===== config.mk =====
export PLATFORM = sky130hd
export DESIGN_NAME = dcache_refill_ctrl
export DESIGN_NICKNAME = d
export VERILOG_FILES = /design/src/rtl/dcache_refill_ctrl.sv
export SDC_FILE = /design/constraint.sdc
export NUM_CORES = 1
export LEC_CHECK = 0
export ABC_AREA = 0
export CAP_MARGIN = 20
export CORE_AREA = 2 2 264 266
export DETAILED_ROUTE_END_ITERATION = 12
export DIE_AREA = 0 0 266 268
export PLACE_DENSITY = 0.63
export SKIP_CTS_REPAIR_TIMING = 1
export SYNTH_ARGS = -nofsm -noshare
export SYNTH_HDL_FRONTEND = slang
export SYNTH_SLANG_ARGS = --single-unit

===== constraint.sdc =====
create_clock -name clk -period 2.67 [get_ports clk]
set_input_delay 0.534 -clock clk [delete_from_list [all_inputs] [get_ports clk]]
set_output_delay 0.534 -clock clk [all_outputs]
set_load 0.01 [all_outputs]

===== src/rtl/dcache_refill_ctrl.sv =====
// Data-cache line refill controller: issues one line read per miss, assembles the
// returned word burst, forwards the missing word early and writes the full line.
module dcache_refill_ctrl #(
  parameter int Offset_len = 6
) (
  input  logic                             clk,
  input  logic                             rstn,
  input  logic                             miss_req,
  input  logic [31:0]                      miss_addr,
  output logic                             miss_ready,
  output logic                             rd_req,
  output logic [31:0]                      rd_addr,
  input  logic                             rd_ack,
  input  logic                             ret_valid,
  input  logic [31:0]                      ret_data,
  output logic                             crit_valid,
  output logic [31:0]                      crit_data,
  output logic                             refill_we,
  output logic [31:0]                      refill_addr,
  output logic [2**(Offset_len+3)-1:0]     refill_block,
  output logic                             refill_done,
  output logic [1:0]                       fsm_state
);

  // Handshakes: a miss transfers when miss_req && miss_ready; a line read transfers
  // when rd_req && rd_ack; each ret_valid cycle in RECV delivers the next word.
  localparam int CntW  = Offset_len - 2;
  localparam int LineW = 2**(Offset_len+3);

  typedef enum logic [1:0] {IDLE, REQ, RECV, WRITE} state_t;

  state_t            state, state_nxt;
  logic [31:0]       addr_q;
  logic [CntW-1:0]   cnt;
  logic [LineW-1:0]  buffer;
  logic [31:0]       line_addr;
  logic [CntW-1:0]   crit_word;

  assign line_addr = {addr_q[31:Offset_len], {Offset_len{1'b0}}};
  assign crit_word = addr_q[Offset_len-1:2];

  always_ff @(posedge clk or negedge rstn) begin
    if (!rstn) state <= IDLE;
    else       state <= state_nxt;
  end

  always_comb begin
    state_nxt = state;
    case (state)
      IDLE:  if (miss_req) state_nxt = REQ;
      REQ:   if (rd_ack) state_nxt = RECV;
      RECV:  if (ret_valid && cnt == CntW'(2**CntW - 1)) state_nxt = WRITE;
      WRITE: state_nxt = IDLE;
      default: state_nxt = IDLE;
    endcase
  end

  always_comb begin
    miss_ready  = (state == IDLE);
    rd_req      = (state == REQ);
    refill_we   = (state == WRITE);
    refill_done = (state == WRITE);
  end

  // cnt wraps to zero on the last beat, so the next miss also starts from word 0.
  always_ff @(posedge clk or negedge rstn) begin
    if (!rstn) begin
      addr_q     <= '0;
      cnt        <= '0;
      buffer     <= '0;
      crit_valid <= 1'b0;
      crit_data  <= '0;
    end else begin
      crit_valid <= 1'b0;
      case (state)
        IDLE: begin
          if (miss_req) begin
            addr_q <= miss_addr;
            cnt    <= '0;
          end
        end
        RECV: begin
          if (ret_valid) begin
            buffer[{cnt, 5'd0} +: 32] <= ret_data;
            cnt <= cnt + CntW'(1);
            if (cnt == crit_word) begin
              crit_valid <= 1'b1;
              crit_data  <= ret_data;
            end
          end
        end
        default: ;
      endcase
    end
  end

  // Address and line only change when a new miss is accepted or a burst refills.
  assign rd_addr      = line_addr;
  assign refill_addr  = line_addr;
  assign refill_block = buffer;
  assign fsm_state    = state;

endmodule


* Word level (Yosys, flattened, before mapping) *
Index checks and enable logic that the tools add are counted.

word-level totals
  output and inout port bits = 615
  logic and storage cells = 38
  input bits = 69
  bits in registers = 583

cells by class
  muxes and demuxes = 11
  shift operators = 2
  add/sub/neg operators = 2
  equality and inequality tests = 9
  reductions and logical operators = 8

operators by type and width
  kind                                                     number
  bitwise mux 512 bit                                      1
  variable shift 32 x 11 -> 512 bit, first input constant  1
  variable part select 32 x 11 -> 512 bit                  1
  negation 9 -> 11 bit                                     1
  AND reduction 3 bit                                      3
  two-way mux 4 bit                                        2
  one-hot mux 2 bit (4 select lines)                       1
  one-hot mux 4 bit (2 select lines)                       1
  two-way mux 2 bit                                        3
  inequality test 2 bit, second input constant             3
  adder 4 x 1 -> 4 bit, second input constant              1
  == test 2 bit, second input constant                     2
  == test 4 bit                                            1
  == test 4 bit, second input constant                     1
  AND reduction 2 bit                                      2
  two-way mux 1 bit                                        3
  == test 2 x 1 -> 1 bit, second input constant            1
  logical NOT 2 bit                                        1
  inequality test 2 x 1 -> 1 bit, second input constant    1
  nonzero test 2 bit                                       1
  logical AND 1 bit                                        1

* Longest topological paths before layout *
Gate-level depths: netlist (run 1).

  word-level depth = 4
  gate-level depth with buffers = 11

* Worst setup path after synthesis (run 1) *
OpenSTA, ideal clock, no wires.

  path type = reg-to-reg
  start = reg cnt[0]
  end = reg buffer[322], in the netlist refill_block[322]
  cell stages (with the launch flop) = 12
  arrival = 2.672 ns
  setup slack = -0.127 ns
  period minus slack after synthesis = 2.797 ns
  library setup time = 0.125 ns
  data required time = 2.545 ns
  cell sequence = dfrtp_1 -> buf_4 -> clkbuf_1 -> clkbuf_1 -> inv_1 -> ha_1 -> clkbuf_1 -> and4b_1 -> and3b_1 -> clkbuf_1 -> buf_2 -> mux2_2

between the ends
  word-level cells in the longest chain between the ends = 3

RTL lines
  item                                                                                          line  text
  start: declaration                                                                            34    logic [CntW-1:0] cnt;
  start signal: assignment                                                                      85    cnt <= cnt + CntW'(1);
  negation 9 -> 11 bit *                                                                        84    buffer[{cnt, 5'd0} +: 32] <= ret_data;
  variable part select 32 x 11 -> 512 bit or variable shift 32 x 11 -> 512 bit (tied branches)  84
  bitwise mux 512 bit *                                                                         84
  end signal: indexed assignment                                                                84
  end: declaration                                                                              35    logic [LineW-1:0] buffer;

Mark *: on every way between the ends. The rest lies on a longest branch, timed or not.
A chain may end at the register's enable or synchronous reset.

* Final worst setup path (run 1) *
  start = reg state[0], in the netlist fsm_state[0]
  end = out miss_ready

between the ends
  word-level cells in the longest chain between the ends = 1

RTL lines
  item                      line  text
  start: declaration        32    state_t state, state_nxt;
  start signal: assignment  44    else state <= state_nxt;
  logical NOT 2 bit         59    miss_ready = (state == IDLE);
  end: declaration          10    output logic miss_ready,

No other way between the ends.

==> results of run 1 <==
## power breakdown
part,switching [mW],internal [mW],leakage [nW],total [mW]
clock network,3.51,5.00,1.01,8.51
registers,0.647,9.88,7.95,10.5
logic,3.03,3.53,6.85,6.56
total,7.18,18.4,15.8,25.6
## area by class of cell
| cell class | count | area, sq um |
|---|---|---|
| inverters | 7 | 26.28 |
| clock buffers | 100 | 1883 |
| multi-input cells | 734 | 7705 |
| repair buffers | 760 | 7737 |
| fillers | 5884 | 35080 |
| clock inverters | 14 | 152.6 |
| well taps | 882 | 1104 |
| flip-flops and latches | 581 | 14540 |
## routing by layer
metal  vias up  part of all wire, %  global-route usage, %
met5         -                    0                      0
met4         0                  4.2                  8.275
met3       145                  6.7                  5.241
met2       532                   49                  34.58
met1      7839                   40                  25.04
li1       6418                    -                      -
## final timing paths
| check | startpoint | end | slack [ps] | cells after the start |
|---|---|---|---|---|
| max | fsm_state[0] | miss_ready | 150 | 3 |
| min | rstn | addr_q[14] | 470 | 2 |
| max reg2reg | cnt[0] | refill_block[112] | 180 | 7 |
| min reg2reg | refill_block[140] | refill_block[140] | 490 | 1 |
| max in group asynchronous | rstn | crit_data[0] | 1280 | 3 |
| min in group clk | refill_block[140] | refill_block[140] | 490 | 1 |
## state kept, by name, summed over array words and instances (netlist names)
signal and flops:
refill_block 512, crit_data 32, addr_q 30, cnt 4, fsm_state 2, crit_valid 1
## cells in the final DEF (no fill, tap or decap), types with 4 or more instances in the layout
cell	count
a22o_1	4
and2_1	33
and3_1	33
buf_12	28
buf_4	62
clkbuf_1	18
clkbuf_16	61
clkbuf_8	21
clkdlybuf4s50_1	668
clkinv_2	7
conb_1	12
dfrtp_1	580
ha_1	6
inv_1	7
mux2_1	90
mux2_2	453
mux2_4	30
nand2_1	8
nand4_1	4
nor2_1	4
nor2b_1	4
nor3_1	4
o21ai_0	6
xnor2_1	4
## metrics by stage
| stage | total power, mW | hold slack, ps | utilization [%] |
|---|---|---|---|
| floorplan | 13.79 | 238.4 | - |
| global placement | 17.17 | 469.0 | 45.58 |
| detailed placement | 17.31 | 476.6 | 45.58 |
| CTS | 25.94 | -141.5 | 48.57 |
| global route | 26.66 | 497.4 | 48.59 |
| finish | 25.59 | 469.8 | 48.59 |
## logic make-up (layout without fill, tap and decap cells)
kind of cell    count (synthesis)  in the layout  synth area share, %
compound gates                 27             27               0.8823
xor+xnor                        5              5               0.1894
fa+ha+maj                       7              7               0.3789
buf+inv                       176            881                4.347
flops                         581            581                62.90
mux                           574            574                28.45
other cells                     1             12              0.01622
simple gates                  109            109                2.842
## worst max-delay path, delay by kind of cell, from the launching register on
| kind | cells | cell delay [ps] |
|---|---|---|
| flip-flops | 1 | 450 |
| adder cells (fa/ha/maj) | 1 | 230 |
| buffers and inverters | 2 | 690 |
==> impl_results.md, run 1 <==
- Post-route DRC: 0
- Nets: between 2,000 and 2,500
- Number of synthesized flops with an enable pin: 0
- CP required: 2140 ps
- Starting density of the core: around a third
- Syn Inst Count: 1,480
- Clk slew on worst S/H paths: ~60 ps
- Slew @ Worst Pin: between 600 and 700 ps
- Worst hold path class: input pin to asynchronous set/reset pin
- MaxCap Viol Count: 0
- CTS Buffer Depth: 3
- Skew final: 14.15 ps
- Total grt overflow: 0
- Critical Path End Type: primary output
- Drt wl/cell: 24.40 um
- HPWL Detailed: 54.71 mm
- N_diodes: 0
- Placed Cells: slightly below 3,000
- Ys async rst share: 100.0%
- Largest cells by area after synthesis: dfrtp_1 63%, mux2_2 22%, mux2_1 4.4%
- Ys Warns: 0
- Pwr per Cell Area: 772.1 mW/mm^2
- Die Wd: about 270 um
- DP Area: roughly 0.031 sq mm
- Htree depth: 2
- Setup violations, final: 0
- DR vias: about 15,000
- Die area: between 0.07 and 0.08 sq mm
- Final WS setup: 153.6 ps
- Pre-Repair DR Iteration Count: 4
- Clk_lat worst skew: 620 ps
- Peak supply drop: 0.5596 mV
- Outcome: finished, final reports clean
- Final setup TNS: 0 ps
- Crit share post-route: around 94%
- Pre-CTS setup slack: approximately 57 ps
- Worst path slowest cell: clkdlybuf4s50_1
- Die Ht: around 270 um
- Min cycle time layout: 2516 ps
- Worst Path Arrival: ~2000 ps
- Dominant synthesized flop cell: dfrtp_1
- Max Freq: 0.3974 GHz
- CTS Sinks: 581
- Vias in the first global route: roughly 16,000
- Synth-to-Final Area Change: 43.41%
- Drt total wl: ~75 mm
- Synth Cell Area: 0.02311 sq mm
- Cell area after layout: 0.03315 sq mm
- I/O pin cnt: roughly 680
- Final Hold Violating Endpoints: 0
- Commonest cells post-synth: 581 x dfrtp_1, 453 x mux2_2, 90 x mux2_1
- Most common cell in the netlist: dfrtp_1
- Core area: just under 0.07 sq mm
- Number of port buffers: 669
- Yosys top cell by area: dfrtp_1
- Area fraction of the dominant cell type after synthesis: 62.90%
- Synthesized flop and latch total: ~580
- Startpoint types: register
- Worst Path Max Fanout: 6
- Yosys cell types: 44
- Total CTS buffers: between 60 and 70
- Gr usage total: a little over 20%
- GPL Wtd Cong: 0.8023
- First-pass GRT wire length: approximately 110 mm
- Initial DRC count: between 600 and 700
- CTS tree: yes
- Cell Rows: 96
- Max Slew Vio Count: 0
- Largest net degree at the start of global routing: 84
- Avg Cell Area, Syn: roughly 16 sq um
- ANT nets after route: 0
- RSZ-0062 raised after global routing: false
- Leakage power: 15.81 nW
- CP Cell Sequence: inv_1 > ha_2 > clkdlybuf4s50_1
- Fraction of layout instances using a drive strength above 1: between 30% and 40%
- Worst slew margin: a little under three fifths
- Critical path type: register to primary output
- Via/cell ratio: a little under 5
- Clock root buffer: clkbuf_16
- Seq/Total Area, Yosys: around 63%
- Non-filler instance count after layout: between 3,000 and 4,000
- Initial antenna violation count: 2
- Crit path largest cell delay: between 500 and 600 ps
Note: power is estimated with default switching activity, not from simulation.
==> inputs of run 2 (changes only) <==
Settings changed: CORE_AREA 2 2 264 266 to not set, CORE_MARGIN set to 2, CORE_UTILIZATION set to 29, DIE_AREA 0 0 266 268 to not set, PLACE_DENSITY 0.63 to 0.56, SETUP_SLACK_MARGIN set to 0.02, SKIP_LAST_GASP set to 1.
==> run 2 against run 1 <==
Global-route usage down 2.0 points. Total power up 3.4%. Final area up 1.2%. Non-clock buffer count up 3. Worst setup slack better by 63 ps. First-iteration DRC count up 2.9%. Die area up 15%. Routed wire length up 3.0%. Via count about the same.
==> impl_results.md, run 2 (synthesized netlist as in run 1, its figures left out) <==
- Outcome: finished, final reports clean (unchanged)
- Worst slew margin: 60.56% (was 57.52%)
- Via/cell ratio: 4.582 (was 4.852)
- Total power: 26.47 mW (was 25.59 mW)
- Reg2Reg Setup Slack: 280 ps (was 180 ps)
- Htree depth: 3 (was 2)
- Skew final: 26.98 ps (was 14.15 ps)
- Starting density of the core: 29.26% (was 33.88%)
- Largest net degree at the start of global routing: 95 (was 84)
- Die Ht: 286.3 um (was 268 um)
- CTS tree: yes (unchanged)
- CP Cell Sequence: inv_1 > ha_1 > clkdlybuf4s50_1 (was inv_1 > ha_2 > clkdlybuf4s50_1)
- Setup violations, final: 0 (unchanged)
- Initial DRC count: 703 (was 683)
- Critical path type: register to primary output (unchanged)
- Clock root buffer: clkbuf_16 (unchanged)
- Nets: 2,231 (was 2,221)
- Worst R2R Start: cnt[0] (unchanged)
- CTS Sinks: 581 (unchanged)
- Synth-to-Final Area Change: 45.14% (was 43.41%)
- Non-filler instance count after layout: 3,257 (was 3,078)
- I/O pin cnt: 684 (unchanged)
- Placed Cells: 3,134 (was 2,963)
- Clk slew on worst S/H paths: 60 ps (about the same)
- Worst Setup SP: fsm_state[1] (was fsm_state[0])
- Crit path largest cell delay: 590 ps (was 580 ps)
- Most common cell after layout, fill and taps aside: clkdlybuf4s50_1 (unchanged)
- Post-route DRC: 0 (unchanged)
- Final Hold Violating Endpoints: 0 (unchanged)
- Pre-Repair DR Iteration Count: 4 (unchanged)
- Initial antenna violation count: 3 (was 2)
- DR vias: 14,920 (was 14,930)
- Die Wd: 286.3 um (was 266 um)
- Core area: 0.07900 sq mm (was 0.06823 sq mm)
- Most frequent cells in the layout: 667 x clkdlybuf4s50_1, 580 x dfrtp_1, 453 x mux2_2, 90 x mux2_1 (was 668 x clkdlybuf4s50_1, 580 x dfrtp_1, 453 x mux2_2, 90 x mux2_1, 62 x buf_4)
- Number of port buffers: 669 (unchanged)
- Seq. cell area: 0.01454 sq mm (unchanged)
- Fraction of layout instances using a drive strength above 1: 31.41% (was 31.33%)
- Crit share post-route: 91.88% (was 94.25%)
- GPL Wtd Cong: 0.8166 (was 0.8023)
- CP required: 2140 ps (about the same)
- Drt wl/cell: 23.75 um (was 24.40 um)
- Max Freq: 0.4076 GHz (was 0.3974 GHz)
- First-pass GRT wire length: 112.3 mm (was 107.8 mm)
- Worst Path Arrival: 1920 ps (was 1980 ps)
- Vias in the first global route: 16,130 (was 15,800)
- Cell Rows: 103 (was 96)
- ANT nets after route: 0 (unchanged)
- Drt total wl: 77.37 mm (was 75.11 mm)
- Die area: 0.08198 sq mm (was 0.07129 sq mm)
- RSZ-0062 raised after global routing: false (unchanged)
- Peak supply drop: 0.5229 mV (was 0.5596 mV)
- Final setup TNS: 0 ps (unchanged)
- Fill count: 7,211 (was 5,884)
- Clk_lat worst skew: 600 ps (was 620 ps)
- Total CTS buffers: 68 (was 61)
- Min cycle time layout: 2453 ps (was 2516 ps)
- HPWL Detailed: 56.26 mm (was 54.71 mm)
- Buffers and inverters on the worst path: 2 (unchanged)
- Slew @ Worst Pin: 589.8 ps (was 635.2 ps)
- Worst Path Max Fanout: 4 (was 6)
- CTS Buffer Depth: 3 (unchanged)
- Pwr per Cell Area: 788.9 mW/mm^2 (was 772.1 mW/mm^2)
- Multi-input logic area: 0.007702 sq mm (was 0.007705 sq mm)
- Total grt overflow: 0 (unchanged)
- Leakage power: 15.92 nW (was 15.81 nW)
- Worst hold path class: input pin to asynchronous set/reset pin (unchanged)
- Largest register FFs: 512 (unchanged)
- MaxCap Viol Count: 0 (unchanged)
- Worst path top cell family by delay: buffers and inverters (unchanged)
- Startpoint types: register (unchanged)
- Worst path slowest cell: clkdlybuf4s50_1 (unchanged)
- Max Slew Vio Count: 0 (unchanged)
- Gr usage total: 18.51% (was 20.46%)
- Critical Path End Type: primary output (unchanged)
## run 2: changes by cell type in the layout (fill, tap and decap cells not counted), sizes merged
| cell | previous run | this run |
|---|---|---|
| diode | 0 | 1 |
| clkbuf | 100 | 103 |
| clkinv | 7 | 10 |
| clkdlybuf4s50 | 668 | 667 |
| buf | 91 | 94 |
| inv | 12 | 11 |
| dlymetal6s2s | 0 | 1 |
| bufinv | 2 | 4 |
## run 2: worst paths after layout
path	cells after the start	to
min	2	refill_block[304]
min in group clk	1	refill_block[381]
max	3	rd_req
max in group asynchronous	3	refill_block[284]
max reg2reg	7	refill_block[110]
min reg2reg	1	refill_block[381]
## run 2: worst register-to-register path: stages (launching register included)
cell and delay (ps):
dfrtp_2 380, inv_1 80, ha_1 280, or2_1 280, nand4bb_1 340, a21boi_4 270
buf_4 270, mux2_2 380
## run 2: through the flow
stage	instance area, sq um	hold WS, ps	utilization, %	setup slack, ps
floorplan	23160	238.4	-	50.49
global placement	31270	469.4	39.58	77.41
detailed placement	31270	474.0	39.58	77.49
CTS	33530	-143.1	42.45	35.70
global route	33550	475.3	42.47	106.5
finish	33550	469.4	42.47	216.8
## run 2: area by class of cell
| type | instances | area share (%) |
|---|---|---|
| clock buffers | 103 | 5.919 |
| clock inverters | 18 | 0.8317 |
| inverters | 7 | 0.07832 |
| diodes | 1 | 0.007459 |
| well taps | 1050 | 3.916 |
| flip-flops and latches | 581 | 43.34 |
| multi-input cells | 734 | 22.96 |
| repair buffers | 763 | 22.95 |
## run 2: layer usage
| metal | GRT usage [%] | wire (um) | up-vias |
|---|---|---|---|
| li1 | - | - | 6460 |
| met1 | 21.99 | 30410 | 7809 |
| met2 | 31.95 | 38870 | 520 |
| met3 | 4.921 | 5192 | 133 |
| met4 | 7.107 | 2883 | 2 |
| met5 | 0 | 7 | - |
## run 2: power breakdown
group / switching, mW / internal (mW)
Clock: 3.79 / 5.58
Sequential: 0.641 / 9.89
Combinational: 3.02 / 3.54
==> inputs of run 3 (changes only) <==
Settings changed: CORE_UTILIZATION 29 to 30, PLACE_DENSITY 0.56 to 0.57, SLEW_MARGIN set to 30.
==> run 3 against run 2 <==
Register-to-register slack got worse by 90 ps. Combinational power barely moved. Die area is 3.3% lower. Via count shrank 0.40%. Critical endpoint is now refill_block[117].
==> impl_results.md, run 3 (synthesized netlist as in run 1, its figures left out) <==
- Switching share of total power: 27.98% (was 28.18%)
- Vias in the first global route: 16,050 (was 16,130)
- Gate power share: 24.3% (was 24.8%)
- Largest net degree at the start of global routing: 81 (was 95)
- Util after Layout: 44.26% (was 42.47%)
- Initial antenna violation count: 1 (was 3)
- Crit path largest cell delay: 430 ps (was 590 ps)
- CTS tree: yes (unchanged)
- Worst Path Arrival: 2950 ps (was 1920 ps)
- Drt total wl: 77.23 mm (was 77.37 mm)
- Pwr per Cell Area: 800.9 mW/mm^2 (was 788.9 mW/mm^2)
- Starting density of the core: 30.38% (was 29.26%)
- Sequential share of power: 39.2% (was 39.8%)
- Final Hold Violating Endpoints: 0 (unchanged)
- First-pass GRT wire length: 110.5 mm (was 112.3 mm)
- Peak supply drop: 0.6170 mV (was 0.5229 mV)
- Max Slew Vio Count: 0 (unchanged)
- CTS Sinks: 581 (unchanged)
- Via/cell ratio: 4.585 (was 4.582)
- HPWL Detailed: 55.99 mm (was 56.26 mm)
- Clk_lat worst skew: 600 ps (about the same)
- Worst path top cell family by delay: simple AND/OR/NAND/NOR gates (was buffers and inverters)
- Htree depth: 3 (unchanged)
- Most common cell after layout, fill and taps aside: clkdlybuf4s50_1 (unchanged)
- Clk pwr share: 36.5% (was 35.4%)
- Core area: 0.07608 sq mm (was 0.07900 sq mm)
- Leakage power: 15.99 nW (was 15.92 nW)
- Clock root buffer: clkbuf_16 (unchanged)
- Max Freq: 0.4030 GHz (was 0.4076 GHz)
- Placed Cells: 3,115 (was 3,134)
- Worst hold path class: input pin to asynchronous set/reset pin (unchanged)
- GPL Wtd Cong: 0.7956 (was 0.8166)
- Pre-Repair DR Iteration Count: 4 (unchanged)
- Total grt overflow: 0 (unchanged)
- Die area: 0.07928 sq mm (was 0.08198 sq mm)
- Worst path slowest cell: dfrtp_2 (was clkdlybuf4s50_1)
- Post-route DRC: 0 (unchanged)
- Final setup TNS: 0 ps (unchanged)
- ANT nets after route: 0 (unchanged)
- Internal: 19.42 mW (was 19.01 mW)
- Largest register FFs: 512 (unchanged)
- Startpoint types: register (unchanged)
- Nets: 2,232 (was 2,231)
- Cell Rows: 101 (was 103)
- MaxCap Viol Count: 0 (unchanged)
- CP required: 3140 ps (was 2140 ps)
- Die Wd: 281.6 um (was 286.3 um)
- DR vias: 14,870 (was 14,920)
- Skew final: 19.51 ps (was 26.98 ps)
- Final WS setup: 188.4 ps (was 216.8 ps)
- Clk slew on worst S/H paths: 60 ps (about the same)
- Cell area after layout: 0.03367 sq mm (was 0.03355 sq mm)
- Worst Path Max Fanout: 10 (was 4)
- I/O pin cnt: 684 (unchanged)
- Gr usage total: 19.04% (was 18.51%)
- Critical path type: register to register (was register to primary output)
- Number of port buffers: 669 (unchanged)
- Fraction of layout instances using a drive strength above 1: 32.04% (was 31.41%)
- Pre-CTS setup slack: 46.41 ps (was 77.49 ps)
- RSZ-0062 raised after global routing: false (unchanged)
- Setup violations, final: 0 (unchanged)
- CTS Buffer Depth: 3 (unchanged)
- Buffers and inverters on the worst path: 2 (unchanged)
- Non-filler instance count after layout: 3,242 (was 3,257)
- Initial DRC count: 497 (was 703)
- Synth-to-Final Area Change: 45.65% (was 45.14%)
- Crit share post-route: 92.94% (was 91.88%)
- Die Ht: 281.6 um (was 286.3 um)
- NetSw: 7.543 mW (was 7.457 mW)
- Min cycle time layout: 2482 ps (was 2453 ps)
- CP Cell Sequence: inv_1 > ha_1 > or2_1 > nand4bb_1 > a21boi_4 > buf_4 > mux2_2 (was inv_1 > ha_1 > clkdlybuf4s50_1)
- DP Area: 0.03125 sq mm (was 0.03127 sq mm)
- Total CTS buffers: 68 (unchanged)
- Critical Path End Type: register (was primary output)
- Outcome: finished, final reports clean (unchanged)
- Slew @ Worst Pin: 627.6 ps (was 589.8 ps)
- Drt wl/cell: 23.82 um (was 23.75 um)
- Worst slew margin: 58.03% (was 60.56%)
- Most frequent cells in the layout: 667 x clkdlybuf4s50_1, 580 x dfrtp_1, 453 x mux2_2, 90 x mux2_1, 72 x buf_4 (was 667 x clkdlybuf4s50_1, 580 x dfrtp_1, 453 x mux2_2, 90 x mux2_1)
## run 3: cell count changes in the layout (fill, tap and decap cells not counted), moves of 2 or more
cell,before,now
buf_4,70,72
bufinv_16,4,8
clkbuf_1,22,11
clkbuf_8,11,14
clkinv_2,6,9
clkinv_4,1,3
clkinvlp_4,0,3
## run 3: layout make-up
cell class                 instances  area (sq um)
fill                            6849         42410
sequential                       581         14540
multi-input combinational        734          7707
timing repair buffer             764          7695
clock buffer                      94          1961
tap                             1030          1289
clock inverter                    30         444.2
inverter                           7         26.28
antenna                            2         5.005
## run 3: per-stage QoR
step	hold WS (ps)	power, mW
2_1_floorplan	238.4	13.79
3_3_place_gp	469.3	17.23
3_5_place_dp	476.0	17.35
4_1_cts	-166.0	27.35
5_1_grt	456.6	28.11
6_report	438.9	26.96
## run 3: per-layer routing
metal	part of all wire [%]	global-route usage (%)
met5	0	0
met4	3.8	7.188
met1	40	22.45
met3	6.4	4.972
met2	50	33.21
## run 3: worst reg2reg max path, delay by kind of cell, from the launching register on
| kind | cells | cell delay, ps |
|---|---|---|
| flip-flops | 1 | 430 |
| AO/OA/AOI/OAI | 1 | 280 |
| multiplexers | 1 | 370 |
| buffers and inverters | 2 | 360 |
| adder cells (fa/ha/maj) | 1 | 280 |
| AND/OR/NAND/NOR | 2 | 620 |
## run 3: path summary, 6_finish.rpt
kind	from	end	slack [ps]	cells past startpoint
max	cnt[0]	refill_block[117]	190	7
min	rstn	addr_q[17]	440	2
max reg2reg	cnt[0]	refill_block[117]	190	7
min reg2reg	refill_block[361]	refill_block[361]	480	1
max in group asynchronous	rstn	refill_block[157]	1280	4
min in group clk	refill_block[361]	refill_block[361]	480	1
## run 3: power by group through the flow
stage / Clock [mW] / Combinational [mW] / Sequential [mW]
3_5_place_dp: 0 / 6.63 / 10.7
4_1_cts: 10.1 / 6.66 / 10.6
2_1_floorplan: 0 / 2.84 / 11.0
5_1_grt: 10.5 / 6.93 / 10.7
6_report: 9.85 / 6.54 / 10.6
3_3_place_gp: 0 / 6.56 / 10.7
